==> config.mk <==
export PLATFORM = sky130hd
export DESIGN_NAME = serial_subtractor
export DESIGN_NICKNAME = d
export VERILOG_FILES = /design/src/rtl/serial_sub_pkg.sv /design/src/rtl/serial_subtractor_subtractor1.sv /design/src/rtl/serial_subtractor.sv
export SDC_FILE = /design/constraint.sdc
export NUM_CORES = 1
export LEC_CHECK = 0
export CAP_MARGIN = 10
export CORE_MARGIN = 2
export CORE_UTILIZATION = 40
export CTS_CLUSTER_DIAMETER = 50
export DETAILED_ROUTE_END_ITERATION = 8
export HOLD_SLACK_MARGIN = 0.02
export PLACE_DENSITY = 0.67
export SLEW_MARGIN = 0
export SYNTH_ARGS = -nofsm -noshare
export SYNTH_HDL_FRONTEND = slang
export SYNTH_HIERARCHICAL = 1
export SYNTH_SLANG_ARGS = --single-unit
export TNS_END_PERCENT = 30
==> constraint.sdc <==
create_clock -name clk -period 1.45 [get_ports clk]
set_input_delay 0.29 -clock clk [delete_from_list [all_inputs] [get_ports clk]]
set_output_delay 0.29 -clock clk [all_outputs]
set_load 0.02 [all_outputs]
==> src/rtl/serial_sub_pkg.sv <==
// rtl/serial_sub_pkg.sv - shared types and constants for the bit-serial subtractor
package serial_sub_pkg;

  // Default operand/result width.
  localparam int SERIAL_SUB_DEFAULT_W = 3;

  // Operation phases: wait for operands, shift one bit per clock, hold result.
  typedef enum logic [1:0] {
    ST_IDLE  = 2'd0,
    ST_SHIFT = 2'd1,
    ST_DONE  = 2'd2
  } sub_state_e;

  // Counter width sized so W=1 and power-of-two W never wrap before the last step.
  function automatic int sub_cnt_width(input int w);
    return $clog2(w) + 1;
  endfunction

endpackage

==> src/rtl/serial_subtractor_subtractor1.sv <==
// rtl/serial_subtractor_subtractor1.sv - one-bit full subtractor cell
module subtractor1 (
  input  logic a,
  input  logic b,
  input  logic bin,
  output logic d,
  output logic bout
);

  // Difference bit and borrow out for a - b - bin.
  always_comb begin
    d    = a ^ b ^ bin;
    bout = (~a & b) | (~(a ^ b) & bin);
  end

endmodule

==> src/rtl/serial_subtractor.sv <==
// rtl/serial_subtractor.sv - bit-serial W-bit subtractor, LSB first; SERIAL_SUB_SATURATE_EN clamps underflow to 0
module serial_subtractor
  import serial_sub_pkg::*;
#(
  parameter int W = SERIAL_SUB_DEFAULT_W
) (
  input  logic         clk,
  input  logic         rst_n,
  input  logic         in_valid,
  output logic         in_ready,
  input  logic [W-1:0] a,
  input  logic [W-1:0] b,
  input  logic         b_in,
  output logic         out_valid,
  input  logic         out_ready,
  output logic [W-1:0] diff,
  output logic         b_out,
  output logic         busy
);

  localparam int CW = sub_cnt_width(W);
  localparam logic [CW-1:0] LAST_STEP = CW'(W - 1);

  sub_state_e    state_q, state_d;
  logic [CW-1:0] cnt_q, cnt_d;
  logic [W-1:0]  a_q, a_d;
  logic [W-1:0]  b_q, b_d;
  logic          borrow_q, borrow_d;
  logic [W-1:0]  diff_q, diff_d;
  logic          bout_q, bout_d;

  logic step_d;
  logic step_bout;

  subtractor1 u_sub (
    .a    (a_q[0]),
    .b    (b_q[0]),
    .bin  (borrow_q),
    .d    (step_d),
    .bout (step_bout)
  );

  // Next-state: accept operands in IDLE, one bit step per SHIFT clock, hold in DONE.
  always_comb begin
    state_d  = state_q;
    cnt_d    = cnt_q;
    a_d      = a_q;
    b_d      = b_q;
    borrow_d = borrow_q;
    diff_d   = diff_q;
    bout_d   = bout_q;
    case (state_q)
      ST_IDLE: begin
        if (in_valid) begin
          a_d      = a;
          b_d      = b;
          borrow_d = b_in;
          cnt_d    = '0;
          state_d  = ST_SHIFT;
        end
      end
      ST_SHIFT: begin
        // Result bits enter at the MSB so after W steps bit 0 sits at the LSB.
        diff_d         = diff_q >> 1;
        diff_d[W-1]    = step_d;
        a_d            = a_q >> 1;
        b_d            = b_q >> 1;
        borrow_d       = step_bout;
        cnt_d          = cnt_q + CW'(1);
        if (cnt_q == LAST_STEP) begin
          state_d = ST_DONE;
          bout_d  = step_bout;
`ifdef SERIAL_SUB_SATURATE_EN
          if (step_bout) begin
            diff_d = '0;
          end
`endif
        end
      end
      ST_DONE: begin
        if (out_ready) begin
          state_d = ST_IDLE;
        end
      end
      default: state_d = ST_IDLE;
    endcase
  end

  // State registers; reset discards any in-flight operation.
  always_ff @(posedge clk or negedge rst_n) begin
    if (!rst_n) begin
      state_q  <= ST_IDLE;
      cnt_q    <= '0;
      a_q      <= '0;
      b_q      <= '0;
      borrow_q <= 1'b0;
      diff_q   <= '0;
      bout_q   <= 1'b0;
    end else begin
      state_q  <= state_d;
      cnt_q    <= cnt_d;
      a_q      <= a_d;
      b_q      <= b_d;
      borrow_q <= borrow_d;
      diff_q   <= diff_d;
      bout_q   <= bout_d;
    end
  end

  // Handshake and status outputs decode directly from the state.
  always_comb begin
    in_ready  = (state_q == ST_IDLE);
    out_valid = (state_q == ST_DONE);
    busy      = (state_q == ST_SHIFT) || (state_q == ST_DONE);
    diff      = diff_q;
    b_out     = bout_q;
  end

endmodule
Word level (Yosys, flattened, before mapping). Cells that the tools add are included.

Multipliers: 0. Order comparisons: 0. Muxes and demuxes: 12. Bitwise operators: 7. Add/sub/neg operators: 1. Equality and inequality tests: 6. Shift operators: 0. Divide/modulo/power cells: 0. Reduce and logical (&&, ||, !) cells: 6.

Operators with widths (number): $pmux 3 s2 (3); $mux 3 (3); $mux 2 (3); $pmux 2 s3 (1); $ne 2x2->1 const B (2); $reduce_and 2->1 (2); $add 3x1->3 const B (1); $eq 3x2->1 const B (1); $reduce_and 3->1 (1); $and 1x1->1 (2); $eq 2x1->1 const B (1); $eq 2x2->1 const B (1); $logic_not 2->1 (1); $ne 2x1->1 const B (1); $not 1->1 (2); $pmux 1 s2 (1); $reduce_bool 2->1 (1); $xor 1x1->1 (2); $logic_or 1x1->1 (1); $mux 1 (1); $or 1x1->1 (1).

Latch bits: 0. Memory bits (read-only): 0. Word-level logic and storage cells: 39. Memories: 0. Memory bits (writable): 0. Register bits: 16. Input port bits: 11.

Depth between registers and ports, before layout.
Depth in word-level cells: 5. Gate-level depth with buffers: 6. Mapped depth without buffers: 5.

Cells and area by module. The synthesis kept the hierarchy.

By module, submodules not included: serial_subtractor (instances 1, area each 858.3 µm², seq. area each 400.4 µm², cells each 80); subtractor1 (instances 1, area each 31.3 µm², seq. area each 0.0 µm², cells each 4).

Worst setup path after synthesis. No wires, ideal clock.

Path kind: register to register. From: register state_q[0]. To: register cnt_q[2]. Clock period less this slack: 1.553 ns. Stages on the path, launching flop included: 7. Buffers on the path: 1. Path slack: -0.103 ns. Arrival: 1.433 ns. Cell sequence: dfrtp_1 -> inv_1 -> ha_1 -> nor2b_4 -> buf_6 -> o21ai_1 -> a22o_1.

Longest elaborated chain between the ends: 3. Elaborated cells between the ends (all ways): 6. Classes of those cells: eq/ne: 2; mux: 1; reduce/logical: 3.

RTL lines: start, declared (line serial_subtractor.sv:24) `sub_state_e state_q, state_d;`; start signal, assigned (line serial_subtractor.sv:100) `state_q <= state_d;`; $logic_not 2->1 *; named net in_ready (line serial_subtractor.sv:10) `output logic in_ready,`; $ne 2x2->1 (no line) / $reduce_bool 2->1 (equally long branches); $reduce_and 2->1 (no line); end signal, assigned (line serial_subtractor.sv:101) `cnt_q <= cnt_d;`; end, declared (line serial_subtractor.sv:25) `logic [CW-1:0] cnt_q, cnt_d;`.

Mark *: on every way through the listed nets, which the timed path passes. The rest lies on a longest branch. A chain may end at the register's enable or synchronous reset.

Worst setup path after layout.
From: register state_q[0]. To: register state_q[0].

Longest elaborated chain between the ends: 3. Elaborated cells between the ends (all ways): 8. Classes of those cells: eq/ne: 5; mux: 1; reduce/logical: 2.

RTL lines: $eq 2x1->1 (tied with other cells) (line serial_subtractor.sv:52) `case (state_q)`; $ne 2x2->1 (no line) / $ne 2x1->1 (equally long branches); $reduce_and 3->1 (no line).

Several ways; a longest one is shown, not always the timed one.

==> metrics.md <==
| Metric | Value |
|---|---|
| Run status | `finished with violations` |
| Violated checks | `negative setup slack` |
| Clock Sink Count | `16` |
| Gpl congestion | `0.703` |
| Yosys warnings | `6` |
| Slack of the worst reg-to-reg path | `-0.006 ns` |
| Port Buffer Count | `17` |
| Placeable core area | `2150 um2` |
| Starting utilization of the core area | `roughly two fifths` |
| Met2 demand-to-capacity share in global routing | `27.1%` |
| Worst-case vdd ir drop | `1580 uV` |
| Number of nets still failing antenna checks after routing | `0` |
| Worst slew margin relative to its limit | `84.8%` |
| Number of hold-repair buffers added at the cts stage | `0` |
| Critical path startpoint | `state_q[0]` |
| Startpoint of the worst register-to-register path | `state_q[0]` |
| Combined area of all synthesized cells | `890 um2` |
| Post-placement cell area | `1210 um2` |
| Final hold slack | `0.309 ns` |
| Clk Tree Root Cell | `sky130_fd_sc_hd__clkbuf_4` |
| Pre-CTS setup slack | `-0.150 ns` |
| Vert. Die Dim | `approximately 51 um` |
| Cell count after synthesis | `84` |
| Setup-failing EPs final | `1` |
| Number of clock buffers inserted by TritonCTS | `3` |
| Worst path setup slack after routing | `-0.00649 ns` |
| Final period demand of the worst path | `approximately 1.5 ns` |
| Peak clock frequency supported by timing | `687 MHz` |
| Count of nets after finishing | `136` |
| GR met1 Demand/Resource | `a little under a fifth` |
| Number of top-level design ports | `18` |
| Post-synth top flop | `sky130_fd_sc_hd__dfrtp_1` |
| Category of the worst setup path capture point | `flip-flop` |
| Count of TritonRoute iterations in the first routing pass | `4` |
| Detail-routed net length per standard cell | `between 10 and 15 um` |
| Most used routing layer | `met2` |
| Crit Path Class | `flip-flop to flip-flop` |
| Power Density | `2270 nW/um2` |
| Clock insertion delay at the later pin of the skew report | `0.29 ns` |
| Final non-filler cell total | `146` |
| Vias per Instance | `slightly above 5` |
| Largest buffer count on any clock path | `2` |
| Area added between synthesis and finish | `45.9%` |
| Setup repair after global routing missed its margin | `true` |
| Kind of path behind the tightest hold check | `input pin to asynchronous set/reset pin` |
| Maximum fanout along the worst path | `2` |
| Number of H-tree levels | `1` |
| First-pass GRT wire length | `3020 um` |
| Maximum clock skew at final layout | `0.00157 ns` |
| Vias in the first global route | `740` |
| TritonCTS clock tree | `built` |
| Placement row count | `17` |
| Total vias in the final route | `about 740` |
| Critical Path Source Type | `flip-flop` |
| Post-placement cell count | `139` |
| Post-synthesis async set-or-reset flop share | `100%` |
| Count of inserted antenna diode cells | `0` |
| Most numerous cell types in the synthesized netlist | `sky130_fd_sc_hd__dfrtp_1 (16), sky130_fd_sc_hd__nand2b_1 (9), sky130_fd_sc_hd__inv_1 (6)` |
| Post-Layout Inst Area | `1300 um2` |
| Register area share after synthesis | `approximately 45%` |
| Most numerous cell in the Yosys netlist | `sky130_fd_sc_hd__dfrtp_1` |
| Average size of a mapped cell | `10.6 um2` |
| # fillers | `197` |
| Total track usage | `~16%` |
| Power after layout | `about 2.9 mW` |
| Antenna violations before repair | `0` |
| Die ar. | `2620 um2` |
| Leakage power figure | `approximately 0.58 nW` |
| Worst EP required | `1.63 ns` |
| Final hold violation count | `0` |
| Fin crit share | `100%` |
| Pin count of the biggest net entering global routing | `17` |
| Flops & latches, synth | `16` |
| Arrival time worst endpoint | `between 1.5 and 2 ns` |
| Number of distinct library cells after synthesis | `23` |
| Top-area cell type share of the netlist area | `45.0%` |
| Cell type with the highest aggregate area in the netlist | `sky130_fd_sc_hd__dfrtp_1` |
| Sum of net half-perimeters after detailed placement | `1390 um` |
| Post-Syn Nets | `101` |
| Count of flip-flops with a built-in enable after synthesis | `0` |
| Final routed wirelength across all metal layers | `around 1900 um` |
| Number of violations of the max-capacitance limit | `0` |
| Pin slew with the least headroom to its limit | `0.227 ns` |
| Residual overflow from global routing | `0` |
| Leading cell types by total area after synthesis | `sky130_fd_sc_hd__dfrtp_1 (45%), sky130_fd_sc_hd__ha_1 (7.0%), sky130_fd_sc_hd__mux2_2 (6.3%)` |
| Die Width | `51.2 um` |
| DRC violation count after routing | `0` |
| Met3 GRT Util | `6.73%` |
| Crit Reg-Reg Endpoint | `state_q[0]` |
| Layout cell share with drive strength beyond 1 | `34.7%` |
| Clock transition time at the flip-flop clock pins of the worst setup and hold paths | `approximately 0.090 ns` |
| Depth of the worst register-to-register path | `6` |
| Number of pins with negative max-slew slack in the final report | `0` |
| Initial detailed-routing violation count | `16` |
-- worst max-delay path, cell delays in order (launching register included) --
cell,delay (ns)
sky130_fd_sc_hd__dfrtp_1,0.37
sky130_fd_sc_hd__inv_2,0.06
sky130_fd_sc_hd__buf_6,0.11
sky130_fd_sc_hd__ha_4,0.15
sky130_fd_sc_hd__nor2b_4,0.13
sky130_fd_sc_hd__a211oi_2,0.21
sky130_fd_sc_hd__mux2_4,0.32
-- how the worst max path moves through the flow --
stage | end | slack, ns
floorplan | cnt_q[2] | -0.001
global placement | out_valid | -0.15
detailed placement | in_ready | -0.15
CTS | state_q[0] | -0.004
global route | state_q[0] | -0.06
finish | state_q[0] | -0.006
-- state kept, by name, summed over array words and instances (netlist names) --
name,count
b_out,1
b_q,3
a_q,3
state_q,2
cnt_q,3
borrow_q,1
diff,3
-- stage by stage --
stage | utilization [%] | TNS (ns)
floorplan | - | -0.000966
global placement | 56.1 | -0.867
detailed placement | 56.1 | -0.993
CTS | 57.9 | -0.00626
global route | 60.4 | -0.228
finish | 60.4 | -0.00649
-- power by group --
group          internal [mW]  leakage, nW  switching, mW  total, mW
Clock                  0.153       0.0210          0.141      0.294
Combinational           1.03        0.357          0.838       1.87
Sequential             0.652        0.204          0.131      0.783
-- final cells by class --
cell class	count	area (um2)	share of cell area, %
timing repair buffer	35	305	23.5
multi-input combinational	57	498	38.4
inverter	6	22.5	1.74
sequential	16	400	30.9
tap	28	35.0	2.70
clock buffer	4	36.3	2.80
-- cells in the final DEF (no fill, tap or decap) --
cell type and instances:
sky130_fd_sc_hd__nor2b_1 2, sky130_fd_sc_hd__mux2_2 4, sky130_fd_sc_hd__a21oi_1 5, sky130_fd_sc_hd__nor3_1 1, sky130_fd_sc_hd__nand2_1 4, sky130_fd_sc_hd__clkbuf_4 3, sky130_fd_sc_hd__mux2_4 1, sky130_fd_sc_hd__ha_4 2
sky130_fd_sc_hd__a211oi_2 1, sky130_fd_sc_hd__dlygate4sd2_1 4, sky130_fd_sc_hd__mux2i_4 1, sky130_fd_sc_hd__clkdlybuf4s50_1 10, sky130_fd_sc_hd__nand3b_1 1, sky130_fd_sc_hd__o21ai_2 1, sky130_fd_sc_hd__ha_1 2, sky130_fd_sc_hd__o32a_1 1
sky130_fd_sc_hd__nand3_1 5, sky130_fd_sc_hd__fa_1 1, sky130_fd_sc_hd__a22o_1 1, sky130_fd_sc_hd__buf_4 16, sky130_fd_sc_hd__nand2b_1 9, sky130_fd_sc_hd__dfrtp_1 16, sky130_fd_sc_hd__nor2b_4 2, sky130_fd_sc_hd__inv_2 2
sky130_fd_sc_hd__nor2b_2 1, sky130_fd_sc_hd__a31oi_1 2, sky130_fd_sc_hd__a221o_1 5, sky130_fd_sc_hd__buf_2 1, sky130_fd_sc_hd__buf_6 4, sky130_fd_sc_hd__o21ai_0 4, sky130_fd_sc_hd__ha_2 1, sky130_fd_sc_hd__clkbuf_8 1
sky130_fd_sc_hd__inv_1 4
-- metal layers --
layer	routed length [um]	share of wire (%)	up-vias
met5	0	0	-
met1	773	41	353
met3	121	6.5	2
met4	8	0.43	0
li1	-	-	365
met2	967	52	18
-- cells by family (layout without fill, tap and decap cells) --
family                   Yosys count  count (layout)  synth area share [%]
AO/OA/AOI/OAI                     20              20                  15.6
adder cells (fa/ha/maj)            6               6                  9.28
buffers and inverters             11              45                  6.05
AND/OR/NAND/NOR                   25              25                  16.6
flip-flops                        16              16                  45.0
multiplexers                       6               6                  7.45
-- timing repair --
action / CTS / global route
hold endpoints to repair: 0 / 0
gates resized for setup: 22 / 9
setup buffers: 0 / 3
pin swaps: 0 / 3
endpoints found under the setup margin: 19 / 11
Power figures use the tool's default switching activity.
